**src/rtl/cpu_pkg.sv**
```systemverilog
// Shared CPU definitions: opcodes, ALU op codes (also used by the ALU),
// sequencer state encoding and the decoder output bundle.
package cpu_pkg;

  localparam logic [3:0] OP_NOP  = 4'h0;
  localparam logic [3:0] OP_CLAC = 4'h1;
  localparam logic [3:0] OP_LDAC = 4'h2;
  localparam logic [3:0] OP_ADD  = 4'h3;
  localparam logic [3:0] OP_SUB  = 4'h4;
  localparam logic [3:0] OP_MUL  = 4'h5;
  localparam logic [3:0] OP_INC  = 4'h6;
  localparam logic [3:0] OP_STAC = 4'h7;
  localparam logic [3:0] OP_JMPZ = 4'h8;
  localparam logic [3:0] OP_JMP  = 4'h9;
  localparam logic [3:0] OP_END  = 4'hF;

  localparam logic [2:0] ALU_CLR  = 3'd0;
  localparam logic [2:0] ALU_PASS = 3'd1;
  localparam logic [2:0] ALU_ADD  = 3'd2;
  localparam logic [2:0] ALU_SUB  = 3'd3;
  localparam logic [2:0] ALU_MUL  = 3'd4;
  localparam logic [2:0] ALU_INC  = 3'd5;
  localparam logic [2:0] ALU_IDLE = 3'd6;

  typedef enum logic [2:0] {
    ST_IDLE,
    ST_FETCH,
    ST_LOAD_IR,
    ST_EXEC,
    ST_JUMP
  } state_t;

  typedef struct packed {
    logic [2:0] alu_op;
    logic       ac_we;
    logic       reg_we;
    logic       is_jump;
    logic       is_cond;
    logic       is_end;
    logic       is_illegal;
  } dec_t;

endpackage

```
**src/rtl/core_decoder.sv**
```systemverilog
// Combinational instruction decode: ir -> ALU op, write enables, flow flags.
module core_decoder
  import cpu_pkg::*;
(
  input  logic [7:0] ir,
  output dec_t       dec
);

  // Opcode table; undefined opcodes look like NOP plus the illegal flag
  always_comb begin
    dec        = '0;
    dec.alu_op = ALU_IDLE;
    case (ir[7:4])
      OP_NOP:  ;
      OP_CLAC: begin dec.alu_op = ALU_CLR;  dec.ac_we = 1'b1; end
      OP_LDAC: begin dec.alu_op = ALU_PASS; dec.ac_we = 1'b1; end
      OP_ADD:  begin dec.alu_op = ALU_ADD;  dec.ac_we = 1'b1; end
      OP_SUB:  begin dec.alu_op = ALU_SUB;  dec.ac_we = 1'b1; end
      OP_MUL:  begin dec.alu_op = ALU_MUL;  dec.ac_we = 1'b1; end
      OP_INC:  begin dec.alu_op = ALU_INC;  dec.ac_we = 1'b1; end
      OP_STAC: dec.reg_we = 1'b1;
      OP_JMPZ: begin dec.is_jump = 1'b1; dec.is_cond = 1'b1; end
      OP_JMP:  dec.is_jump = 1'b1;
      OP_END:  dec.is_end = 1'b1;
      default: dec.is_illegal = 1'b1;
    endcase
  end

endmodule

```
**src/rtl/core_ctrl.sv**
```systemverilog
// Per-core instruction sequencer: fetch/decode FSM with start/done handshake.
// Control outputs are decodes of registered state (state, ir) only, so they
// have no combinational path from any input.
module core_ctrl
  import cpu_pkg::*;
#(
  parameter int PC_W = 8
) (
  input  logic            clk,
  input  logic            rst_n,
  input  logic            start,
  input  logic [PC_W-1:0] start_pc,
  output logic [PC_W-1:0] imem_addr,
  input  logic [7:0]      imem_rdata,
  input  logic            ac_zero,
  output logic [2:0]      alu_op,
  output logic [3:0]      reg_sel,
  output logic            ac_we,
  output logic            reg_we,
  output logic            busy,
  output logic            done,
  output logic            illegal
);

  state_t          state;
  logic [PC_W-1:0] pc;
  logic [7:0]      ir;
  dec_t            dec;
  logic            ex;

  core_decoder u_dec (
    .ir  (ir),
    .dec (dec)
  );

  // pc already points past the opcode word in EXEC, so it addresses the
  // jump target word there; in FETCH it addresses the instruction.
  assign imem_addr = pc;

  // Control outputs are live only during the single EXEC cycle
  assign ex      = (state == ST_EXEC);
  assign alu_op  = ex ? dec.alu_op : ALU_IDLE;
  assign ac_we   = ex & dec.ac_we;
  assign reg_we  = ex & dec.reg_we;
  assign reg_sel = (ac_we | reg_we) ? ir[3:0] : 4'd0;
  assign done    = ex & dec.is_end;
  assign busy    = (state != ST_IDLE);

  // Sequencer FSM, program counter, instruction register, sticky illegal
  always_ff @(posedge clk or negedge rst_n) begin
    if (!rst_n) begin
      state   <= ST_IDLE;
      pc      <= '0;
      ir      <= '0;
      illegal <= 1'b0;
    end else begin
      case (state)
        ST_IDLE: begin
          if (start) begin
            pc      <= start_pc;
            illegal <= 1'b0;
            state   <= ST_FETCH;
          end
        end
        ST_FETCH: begin
          pc    <= pc + PC_W'(1);
          state <= ST_LOAD_IR;
        end
        ST_LOAD_IR: begin
          ir    <= imem_rdata;
          state <= ST_EXEC;
        end
        ST_EXEC: begin
          if (dec.is_illegal) illegal <= 1'b1;
          if (dec.is_jump)     state <= ST_JUMP;
          else if (dec.is_end) state <= ST_IDLE;
          else                 state <= ST_FETCH;
        end
        ST_JUMP: begin
          // Not-taken JMPZ skips over the target word
          if (!dec.is_cond || ac_zero) pc <= PC_W'(imem_rdata);
          else                         pc <= pc + PC_W'(1);
          state <= ST_FETCH;
        end
        default: state <= ST_IDLE;
      endcase
    end
  end

endmodule

```
**config.mk**
```make
export PLATFORM = sky130hd
export DESIGN_NAME = core_ctrl
export DESIGN_NICKNAME = d
export VERILOG_FILES = /design/src/rtl/cpu_pkg.sv /design/src/rtl/core_decoder.sv /design/src/rtl/core_ctrl.sv
export SDC_FILE = /design/constraint.sdc
export NUM_CORES = 1
export LEC_CHECK = 0
export ABC_AREA = 1
export ABC_CLOCK_PERIOD_IN_PS = 1800
export CORE_MARGIN = 2
export CORE_UTILIZATION = 47
export CTS_CLUSTER_DIAMETER = 50
export DETAILED_ROUTE_END_ITERATION = 7
export PLACE_DENSITY = 0.83
export REMOVE_ABC_BUFFERS = 1
export SLEW_MARGIN = 10
export SYNTH_ARGS = -nofsm -noshare
export SYNTH_HDL_FRONTEND = slang
export SYNTH_SLANG_ARGS = --single-unit
```
**constraint.sdc**
```tcl
create_clock -name clk -period 1.8 [get_ports clk]
set_input_delay 0.27 -clock clk [delete_from_list [all_inputs] [get_ports clk]]
set_output_delay 0.27 -clock clk [all_outputs]
set_load 0.005 [all_outputs]
```
* Word level (Yosys, flattened, before mapping)
Cells that the tools add are included.
** Operators by class
- Order comparisons :: 0
- Div/mod/pow operators :: 0
- Reductions and logical operators :: 11
- Equal/unequal tests :: 16
- Bitwise operators :: 4
- $mul :: 0
- Add/subtract/negate cells :: 1
- Shift operators :: 0
- Multiplexer cells :: 17
** Operators by type and width (number)
- one-hot mux 4 bit (6 select lines) :: 1
- one-hot mux 8 bit (3 select lines) :: 1
- equality test 4 x 3 -> 1 bit, second input constant :: 4
- two-way mux 8 bit :: 2
- one-hot mux 3 bit (5 select lines) :: 1
- equality test 4 bit, second input constant :: 3
- OR reduction 11 bit :: 1
- two-way mux 3 bit :: 3
- adder 8 x 1 -> 8 bit, second input constant :: 1
- equality test 4 x 2 -> 1 bit, second input constant :: 2
- two-way mux 1 bit :: 7
- equality test 3 x 2 -> 1 bit, second input constant :: 2
- nonzero test 3 bit :: 2
- equality test 4 x 1 -> 1 bit, second input constant :: 1
- zero test 4 bit :: 1
- two-way mux 4 bit :: 1
- inequality test 2 bit, second input constant :: 2
- bitwise AND 1 bit :: 3
- equality test 3 x 1 -> 1 bit, second input constant :: 1
- equality test 3 bit, second input constant :: 1
- zero test 3 bit :: 1
- AND reduction 3 bit :: 1
- one-hot mux 1 bit (2 select lines) :: 1
- AND reduction 2 bit :: 1
- other kinds (5) :: 5
** Storage, ports and cells
- Memory bits (read-only) :: 0
- Memory bits (writable) :: 0
- Bits in registers :: 20
- Input port bits :: 20
- Memories kept :: 0
- Bits in latches :: 0
- Logic and storage cells :: 53
- Output and inout bits :: 20

* Depth between registers and ports, before layout
Gate-level depths: netlist of run 1.
- Depth after elaboration :: 6
- Depth in mapped cells :: 9

* Cells and area by module
Synthesis of run 1 repeated with hierarchy kept, for this count alone.
** Second synthesis, totals
- Cells, all modules :: 199
- Area, all modules :: 1362.6 µm²
** Modules (own cells, without submodules)
- core_ctrl :: sequential area each 500.5 µm², area each 1242.4 µm², cells an instance 176, times used 1
- core_decoder :: sequential area each 0.0 µm², area each 120.1 µm², cells an instance 23, times used 1

* Worst setup path after synthesis of run 1
OpenSTA, ideal clock, no wires.
- Path type :: register -> output
- Start point :: register state[0]
- End point :: output reg_sel[0]
- Slack :: 0.445 ns
- Stages on the path, launching flop included :: 7
- Required time :: 1.530 ns
- Buffers on the path :: 0
- Arrival time :: 1.085 ns
- Cell sequence :: dfrtp_1 > inv_2 > nor3_4 > nand2_2 > nor2_4 > nor2_4 > nor2_2
** On the way
- Longest elaborated chain between the ends :: 4
- Elaborated cells between the ends (all ways) :: 5
- Classes of those cells :: eq/ne: 1; mux: 1; bitwise: 3
** Ends and longest elaborated chain
- start: declaration :: RTL line core_ctrl.sv:25 : state_t state;
- start signal: assignment :: RTL line core_ctrl.sv:52 : state <= ST_IDLE;
- start signal: assignment :: RTL line core_ctrl.sv:62 : state <= ST_FETCH;
- start signal: assignment :: RTL line core_ctrl.sv:67 : state <= ST_LOAD_IR;
- equality test 3 x 2 -> 1 bit :: RTL line core_ctrl.sv:41 : assign ex = (state == ST_EXEC);
- bitwise AND 1 bit :: RTL line core_ctrl.sv:43 : assign ac_we = ex & dec.ac_we;
- via ac_we :: RTL line core_ctrl.sv:18 : output logic ac_we,
- OR 1 bit :: RTL line core_ctrl.sv:45 : assign reg_sel = (ac_we | reg_we) ? ir[3:0] : 4'd0;
- two-way mux 4 bit :: RTL line core_ctrl.sv:45
- end: declaration :: RTL line core_ctrl.sv:17 : output logic [3:0] reg_sel,
The timed path passes the listed nets, and every way through them passes these cells.

* Final worst setup path of run 1
- Start point :: register ir[5]
- End point :: output reg_sel[2]
** On the way
- Longest elaborated chain between the ends :: 5
- Elaborated cells between the ends (all ways) :: 13
- Classes of those cells :: eq/ne: 7; mux: 3; bitwise: 3
** Ends and longest elaborated chain
- start: declaration :: RTL line core_ctrl.sv:27 : logic [7:0] ir;
- start signal: assignment :: RTL line core_ctrl.sv:70 : ir <= imem_rdata;
- equality test 4 x 3 -> 1 bit, or another cell as far along :: RTL line core_decoder.sv:13 : case (ir[7:4])
- one-hot mux 4 bit (6 select lines) or two-way mux 1 bit (tied branches) :: RTL line core_decoder.sv:13
- bitwise AND 1 bit (on tied branches) :: RTL line core_ctrl.sv:43, core_ctrl.sv:44
- OR 1 bit (*) :: RTL line core_ctrl.sv:45
- two-way mux 4 bit (*) :: RTL line core_ctrl.sv:45
Every way passes the cells marked *; elsewhere a longest branch is shown, timed or not.

==> results of run 1 <==
## power by group
| part | total [W] | internal [W] | switching (W) |
|---|---|---|---|
| logic | 0.00259 | 0.00123 | 0.00135 |
| registers | 0.000877 | 0.000672 | 0.000205 |
| clock network | 0.000381 | 0.000225 | 0.000156 |
## per-stage QoR
step,instances,worst slack [ns],utilization (%),hold slack [ns]
finish,306,-0.260,78.6,0.261
global route,306,-0.326,78.6,0.290
CTS,304,-0.163,76.3,0.282
detailed placement,280,0.00251,68.9,0.478
global placement,280,0.0402,68.9,0.471
floorplan,195,0.445,-,-0.0256
## registers in the layout (all words and copies together) (netlist names)
| register | count |
|---|---|
| imem_addr | 8 |
| ir | 8 |
| state | 3 |
| illegal | 1 |
## path summary, 6_finish.rpt
| kind | slack (ns) | start | depth (start not counted) | to |
|---|---|---|---|---|
| max in group asynchronous | 1.31 | rst_n | 2 | imem_addr[4] |
| max reg2reg | -0.07 | ir[5] | 12 | illegal |
| max | -0.26 | ir[5] | 9 | reg_sel[2] |
| min reg2reg | 0.51 | ir[2] | 2 | ir[2] |
| min in group clk | 0.51 | start_pc[0] | 3 | imem_addr[0] |
| min | 0.26 | rst_n | 2 | illegal |
## cell families after synthesis
family / count (synthesis) / share of synthesized area [%]
flops: 20 / 36.4
compound gates: 27 / 11.7
mux: 1 / 0.820
simple gates: 113 / 39.3
fa+ha+maj: 1 / 0.911
buf+inv: 33 / 9.65
xor+xnor: 2 / 1.28
## routing by layer
layer	share of wire [%]	wire [um]	GRT usage, %
met1	41	1830	35.1
met2	51	2280	44.8
met3	4.0	175	3.35
met4	3.2	141	13.0
met5	0	0	0
## cell type report
class	instances	area share (%)
Multi-Input combinational cell	144	36.5
Clock inverter	1	1.39
Sequential cell	20	23.1
Timing Repair Buffer	76	30.7
Clock buffer	3	1.04
Inverter	31	5.48
Tap cell	31	1.79
## cells in the final DEF, fill, tap and decap left out, types with 2 or more instances in the layout
master           Yosys  layout
dlygate4sd2_1        0       3
clkbuf_4             0       3
dfrtp_1             20      20
nor2_1              37      37
o21ai_0              7       7
buf_2                1       6
clkbuf_2             0       2
inv_1               25      23
nor2_4               3       4
nand3_1             14      13
a21oi_1             10      10
o211ai_1             2       2
nand2_1             41      40
inv_2                6       7
nand3_2              3       4
nand2_4              1       2
buf_6                1      11
xor2_1               2       2
nor2_2               7       6
buf_4                0      26
clkdlybuf4s50_1      0      28
nand2_2              4       4
a31oi_1              3       2
## what timing repair did
action / 4_1_cts / 5_1_grt
endpoints found under the hold margin: 0 / 0
buffers inserted: 20 / 5
gates resized for setup: 37 / 20
pin swaps: 8 / 9
setup endpoints to repair: 11 / 10
==> impl_metrics.toml, run 1 <==
[floorplanning]
die_h_um = 58.1
rows = 19
die_width_um = 58.1
die_area_sq_mm = 0.00337
start_util_pct = 49.8
design.core.area_sq_mm = 0.00276
ios = 40

[run_status]
violations = "negative setup slack"
run_status = "finished with violations"

[timing]
finalHoldViolations = 0
worst_slack_ns = -0.260
finalMaxSlewViolations = 0
min_period_ns = 2.06
finClkSkew_ns = 0.0138
worstMarginPinSlew_ns = 0.324
slew_headroom_pct = 78.3
fmax_mhz = 486
setup_viol = 7
fin_crit_sh_pct = 114
setup_tns_ns = -1.41
rsz0062_at_grt = "true"

[routing]
initialDrtViolationCount = 54
wl_per_cell_um = 14.4
dr.pass1.iters = 4
ant_nets = 0
wl_um = 4420
drc = 0
vias_per_cell = 5.21
vias = 1594

[critical_path]
startpoint_type = "flip-flop"
crit_path_end_kind = "primary output"
crit_chain = "nor2_2 > inv_2 > o21ai_4 > nor2_4 > buf_6 > nor2_4 > buf_4 > nor2_2 > buf_2"
slowest_delay_ns = 0.43
cp_slowest_cell = "dfrtp_1"
critical-path-top-delay-family = "buffers and inverters"
worst-path-buf-inv = 4
cp_data_arrival_time_ns = 1.79
cp_max_fo = 4
critical_path_class = "reg -> out"
critPathRequiredTime_ns = 1.53

[synth]
synth.top_cell.area_share_pct = 36.4
seq_area_frac_synth_pct = 36.4
synth.avg_cell_area_sq_um = 6.97
ys_top_cells_by_area = "dfrtp_1 36%, nand2_1 11%, nor2_1 10%, inv_1 6.8%, nand3_1 5.1%"
synth_seq_cells = 20
synthCells = 197
synth_top_area_cell = "dfrtp_1"
synthMostInstantiatedCell = "nand2_1"
ys_top_cells_by_count = "41 x nand2_1, 37 x nor2_1, 25 x inv_1"
synth_top_flop_cell = "dfrtp_1"
ys_types = 27
synthArstFlopShare_pct = 100
synth_edf_count = 0
syn_area_sq_mm = 0.00137
synth_warnings = 0

[layout]
regArea_sq_um = 500
final_area_sq_mm = 0.00217
final_nets = 297
drive_above_1_share_pct = 31.3
antennaDiodeCount = 0
fillCellCount = 193
syn2layout_area_growth_pct = 57.7
multi_input_area_sq_um = 791

[grt]
track_usage_pct = 27.1
grt_pass1_vias = 1585
antenna_found_initial = 0
grt-ovfl-total = 0
grt_pass1_wl_um = 6970
grt_start_max_net_pins = 21

[pwr]
fin_total_pwr_w = 0.00385
vdd.ir_drop.worst_uv = 1290
p_per_area_mw_per_mm2 = 1770
leakage_nw = 1.09

[clock_network]
root_buffer = "clkbuf_4"
cts.sinks = 20
clkTransAtPathRegs_ns = 0.13
insertion_delay_ns = 0.32
htreeDepth = 1
ctsHoldBuffers = 0
cts_made_buffers = 3
clockBufferDepth = 2
cts_tree = "built"

[min_path]
hold_path_class = "in -> async"

[placed_design]
dp_hpwl_um = 2650
routabilityCongestion = 0.829
numPortBuffers = 39
place_area_sq_mm = 0.00190

[job]
max_cap_violations = 0
Note: power is estimated with default switching activity, not from simulation.
==> run 2: changes to the inputs <==
--- a/config.mk
+++ b/config.mk
@@ -7,11 +7,13 @@
 export LEC_CHECK = 0
 export ABC_AREA = 1
 export ABC_CLOCK_PERIOD_IN_PS = 1800
+export CORE_ASPECT_RATIO = 0.6
 export CORE_MARGIN = 2
-export CORE_UTILIZATION = 47
+export CORE_UTILIZATION = 52
 export CTS_CLUSTER_DIAMETER = 50
 export DETAILED_ROUTE_END_ITERATION = 7
-export PLACE_DENSITY = 0.83
+export DONT_BUFFER_PORTS = 1
+export PLACE_DENSITY = 0.71
 export REMOVE_ABC_BUFFERS = 1
 export SLEW_MARGIN = 10
 export SYNTH_ARGS = -nofsm -noshare
==> run 2 against run 1 <==
The flow now finishes without violations. Via count down 23%. Count of clock-buffer cells in the layout is the same. First-iteration DRC count increased by 85%. Combinational power decreased by 43%.
==> impl_metrics.toml, run 2 (synthesis gave the netlist of run 1 again) <==
[layout]
drive_above_1_share_pct = 21.5
syn2layout_area_growth_pct = 11.3
final_nets = 227
multi_input_area_sq_um = 748
regArea_sq_um = 505
antennaDiodeCount = 0
final_area_sq_mm = 0.00153
mostFrequentLayoutCell = "nand2_1"
mostFrequentLayoutCells = "40 x nand2_1, 37 x nor2_1, 25 x inv_1"
fillCellCount = 230

[critical_path]
r2r_slack_ns = 0.18
crit_chain = "nor3_4 > nand2_2 > nor2_4 > nor2_4 > nor2_2"
cp_slowest_cell = "dfrtp_2"
endpoint = "reg_sel[2]"
critical_path_class = "reg -> out"
cp_max_fo = 4
timing.critical_path.mode_cell = "nor2_4"
critPathRequiredTime_ns = 1.53
reg2reg_to = "imem_addr[7]"
slowest_delay_ns = 0.45
crit_path_end_kind = "primary output"
startpoint_type = "flip-flop"
reg2reg_depth = 9
worstReg2RegStart = "state[0]"
cp-startpoint = "state[2]"
cp_data_arrival_time_ns = 1.46

[clock_network]
insertion_delay_ns = 0.27
htreeDepth = 1
cts_tree = "built"
root_buffer = "clkbuf_8"
clkTransAtPathRegs_ns = 0.08
clockBufferDepth = 2
cts_made_buffers = 3
cts.sinks = 20

[pwr]
leakage_nw = 0.753
vdd.ir_drop.worst_uv = 1020
p_per_area_mw_per_mm2 = 1880

[timing]
rsz0062_at_grt = "true"
setup_tns_ns = 0
slew_headroom_pct = 37.5
finalMaxSlewViolations = 0
worstMarginPinSlew_ns = 0.934
min_period_ns = 1.73
finalHoldViolations = 0
finClkSkew_ns = 0.00965
fin_crit_sh_pct = 95.9
fmax_mhz = 579
setup_viol = 0

[floorplanning]
die_h_um = 43.8
design.core.area_sq_mm = 0.00250
start_util_pct = 54.8
die_area_sq_mm = 0.00308
rows = 14
die_width_um = 70.4
ios = 40

[placed_design]
dp_hpwl_um = 2400
place_area_sq_mm = 0.00141
numPortBuffers = 0
routabilityCongestion = 0.887

[min_path]
holdCritStartpoint = "imem_rdata[3]"
hold_path_class = "in -> reg"

[grt]
grt_pass1_wl_um = 5010
grt_start_max_net_pins = 21
grt-ovfl-total = 0
antenna_found_initial = 0
track_usage_pct = 21.3
grt_pass1_vias = 1081

[routing]
wl_per_cell_um = 13.4
dr.pass1.iters = 4
initialDrtViolationCount = 100
wl_um = 3170
vias = 1221
ant_nets = 0
vias_per_cell = 5.15
drc = 0

[job]
max_cap_violations = 0

[run_status]
run_status = "finished, final reports clean"
## run 2: stage by stage
stage / worst slack, ns / total power (W) / cells / hold slack [ns] / util, %
finish: 0.0729 / 0.00288 / 237 / 0.156 / 61.0
global placement: 0.359 / 0.00229 / 228 / -0.0252 / 56.1
CTS: 0.0147 / 0.00280 / 233 / 0.153 / 59.3
global route: -0.00878 / 0.00315 / 237 / 0.156 / 61.0
detailed placement: 0.314 / 0.00232 / 228 / -0.0252 / 56.1
floorplan: 0.445 / 0.00203 / 195 / -0.0256 / -
## run 2: worst min path at each step
stage,endpoint,slack (ns),cells past startpoint
3_5_place_dp,ir[4],-0.03,0
3_3_place_gp,ir[4],-0.03,0
4_1_cts,ir[3],0.15,2
2_1_floorplan,illegal,-0.03,0
6_report,ir[3],0.16,2
5_1_grt,ir[4],0.16,1
## run 2: critical path, delay by kind of cell (launching register included)
kind / cells / cell delay (ns)
simple gates: 5 / 0.76
flops: 1 / 0.45
## run 2: area by class of cell
class,count,share of cell area (%)
clock inverter,1,1.96
tap,32,2.62
timing repair buffer,6,3.11
multi-input combinational,144,48.9
sequential,20,33.1
clock buffer,3,2.70
inverter,31,7.61
## run 2: layer usage
metal / vias to the layer above / share of wire (%) / GRT usage (%)
met5: - / 0 / 0
met4: 0 / 0.38 / 3.46
met3: 2 / 6.9 / 7.44
met2: 36 / 43 / 32.8
met1: 548 / 49 / 29.9
li1: 635 / - / -
## run 2: report_power, final
part | leakage, nW | switching, W | internal (W) | total, W
sequential | 0.232 | 0.000274 | 0.000681 | 0.000956
combinational | 0.485 | 0.000934 | 0.000536 | 0.00147
clock | 0.0357 | 0.000156 | 0.000297 | 0.000453
total | 0.753 | 0.00136 | 0.00151 | 0.00288
## run 2: timing repair
item | CTS | global route
setup buffers | 0 | 4
hold endpoints to repair | 20 | 0
gates resized for setup | 0 | 6
hold buffers | 1 | 0
endpoints found under the setup margin | 0 | 6
==> run 3: changes to the inputs <==
--- a/config.mk
+++ b/config.mk
@@ -9,11 +9,12 @@
 export ABC_CLOCK_PERIOD_IN_PS = 1800
 export CORE_ASPECT_RATIO = 0.6
 export CORE_MARGIN = 2
-export CORE_UTILIZATION = 52
+export CORE_UTILIZATION = 59
 export CTS_CLUSTER_DIAMETER = 50
 export DETAILED_ROUTE_END_ITERATION = 7
 export DONT_BUFFER_PORTS = 1
-export PLACE_DENSITY = 0.71
+export PLACE_DENSITY = 0.79
+export RECOVER_POWER = 50
 export REMOVE_ABC_BUFFERS = 1
 export SLEW_MARGIN = 10
 export SYNTH_ARGS = -nofsm -noshare
==> run 3 against run 2 <==
Largest power group unchanged. First-iteration DRC count is 24% lower. Final cell count is 1.3% lower. Die area is 11% lower. Highest routed layer unchanged. Total power is 0.37% higher. Global-route usage is 4.4 points higher. Flip-flop and latch count stayed put.
==> impl_metrics.toml, run 3 (synthesis gave the netlist of run 1 again) <==
[pwr]
vdd.ir_drop.worst_uv = 1020
p_clk_share_pct = 15.7
switchingPower_w = 0.00139
leakage_nw = 0.745
pwr-share-seq_pct = 33.7
p_int_w = 0.00150
p_per_area_mw_per_mm2 = 1900
p_sw_share_pct = 48.2
combPwrFrac_pct = 50.6

[timing]
slew_headroom_pct = 38.4
finalHoldViolations = 0
worstMarginPinSlew_ns = 0.921
rsz0062_at_grt = "false"
min_period_ns = 1.71
finClkSkew_ns = 0.00631
fmax_mhz = 585
finalMaxSlewViolations = 0
setup_viol = 0
setup_tns_ns = 0
whs_ns = 0.158
fin_crit_sh_pct = 94.9

[floorplanning]
design.core.area_sq_mm = 0.00218
start_util_pct = 63.0
die_h_um = 41.4
ios = 40
die_area_sq_mm = 0.00274
die_width_um = 66.3
rows = 13

[critical_path]
cp-startpoint = "state[0]"
worstReg2RegStart = "state[2]"
critical_path_depth = 6
startpoint_type = "flip-flop"
critical-path-top-delay-family = "simple AND/OR/NAND/NOR gates"
crit_path_end_kind = "primary output"
slowest_delay_ns = 0.41
reg2reg_to = "state[0]"
endpoint = "reg_sel[0]"
critPathRequiredTime_ns = 1.53
cp_slowest_cell = "dfrtp_2"
cp_max_fo = 4
critical_path_class = "reg -> out"
timing.critical_path.mode_cell = "nor2_4"
reg2reg_depth = 4
worst-path-buf-inv = 1
r2r_slack_ns = 0.27
crit_chain = "inv_2 > nor3_4 > nand2_2 > nor2_4 > nor2_4 > nor2_2"
cp_data_arrival_time_ns = 1.44

[layout]
fillCellCount = 195
drive_above_1_share_pct = 20.6
antennaDiodeCount = 0
syn2layout_area_growth_pct = 10.5
fin_cells = 234
mostFrequentLayoutCells = "39 x nand2_1, 37 x nor2_1, 26 x inv_1"
final_area_sq_mm = 0.00152
mostFrequentLayoutCell = "nand2_1"
final_nets = 226

[clock_network]
cts_tree = "built"
clkTransAtPathRegs_ns = 0.08
cts_made_buffers = 3
cts.sinks = 20
htreeDepth = 1
root_buffer = "clkbuf_8"
insertion_delay_ns = 0.26
clockBufferDepth = 2

[grt]
antenna_found_initial = 0
track_usage_pct = 25.7
grt_pass1_vias = 1080
grt_pass1_wl_um = 4960
grt_start_max_net_pins = 21
grt-ovfl-total = 0

[job]
max_cap_violations = 0

[routing]
vias = 1287
dr.pass1.iters = 4
vias_per_cell = 5.50
drc = 0
ant_nets = 0
initialDrtViolationCount = 76
wl_um = 3250
wl_per_cell_um = 13.9

[placed_design]
numPortBuffers = 0
routabilityCongestion = 0.826
place_area_sq_mm = 0.00140
dp_hpwl_um = 2460
placedCellCount = 226

[run_status]
run_status = "finished, final reports clean"

[min_path]
hold_path_class = "in -> reg"
## run 3: worst min-delay path by stage
stage,to,cells past startpoint,start,slack (ns)
floorplan,illegal,0,rst_n,-0.03
global placement,ir[4],0,rst_n,-0.03
detailed placement,ir[4],0,rst_n,-0.03
CTS,ir[4],1,imem_rdata[4],0.16
global route,imem_addr[0],2,start_pc[0],0.16
finish,ir[4],1,imem_rdata[4],0.16
## run 3: routing by layer
metal	vias to the layer above	track usage (%)	share of wire, %
met2	50	44.8	46
met5	-	0	0
met3	4	9.14	7.4
li1	637	-	-
met4	0	6.12	1.0
met1	596	31.7	46
## run 3: power by group through the flow
stage | Sequential (W) | Clock [W] | Combinational [W]
final | 0.000973 | 0.000455 | 0.00146
after global routing | 0.00102 | 0.000475 | 0.00165
after floorplan | 0.000895 | 0 | 0.00114
after CTS | 0.000951 | 0.000457 | 0.00142
after detailed placement | 0.000959 | 0 | 0.00139
after global placement | 0.000943 | 0 | 0.00133
## run 3: per-stage QoR
step                setup WS (ns)  total power, W  utilization, %
floorplan                   0.445         0.00203               -
global placement            0.363         0.00228            64.4
detailed placement          0.305         0.00234            64.4
CTS                        0.0102         0.00282            68.1
global route              0.00168         0.00314            69.6
finish                     0.0916         0.00289            69.6
## run 3: final cells by class
| type | count | area, sq um | share of cell area [%] |
|---|---|---|---|
| Multi-Input combinational cell | 144 | 751 | 49.5 |
| Sequential cell | 20 | 505 | 33.3 |
| Inverter | 31 | 116 | 7.67 |
| Clock buffer | 3 | 41.3 | 2.72 |
| Tap cell | 30 | 37.5 | 2.47 |
| Timing Repair Buffer | 5 | 36.3 | 2.39 |
| Clock inverter | 1 | 30.0 | 1.98 |
## run 3: what timing repair did
| action | in CTS | in global routing |
|---|---|---|
| hold buffers | 1 | 0 |
| gates resized for setup | 0 | 8 |
| buffers inserted | 0 | 3 |
| endpoints found under the setup margin | 0 | 6 |
| hold endpoints to repair | 20 | 0 |
## run 3: worst reg2reg max path, delay by kind of cell (launching register included)
family / cells / cell delay [ns]
buffers and inverters: 2 / 0.47
DFF: 1 / 0.44
and+or+nand+nor: 1 / 0.27
AOI/OAI and AO/OA: 1 / 0.26
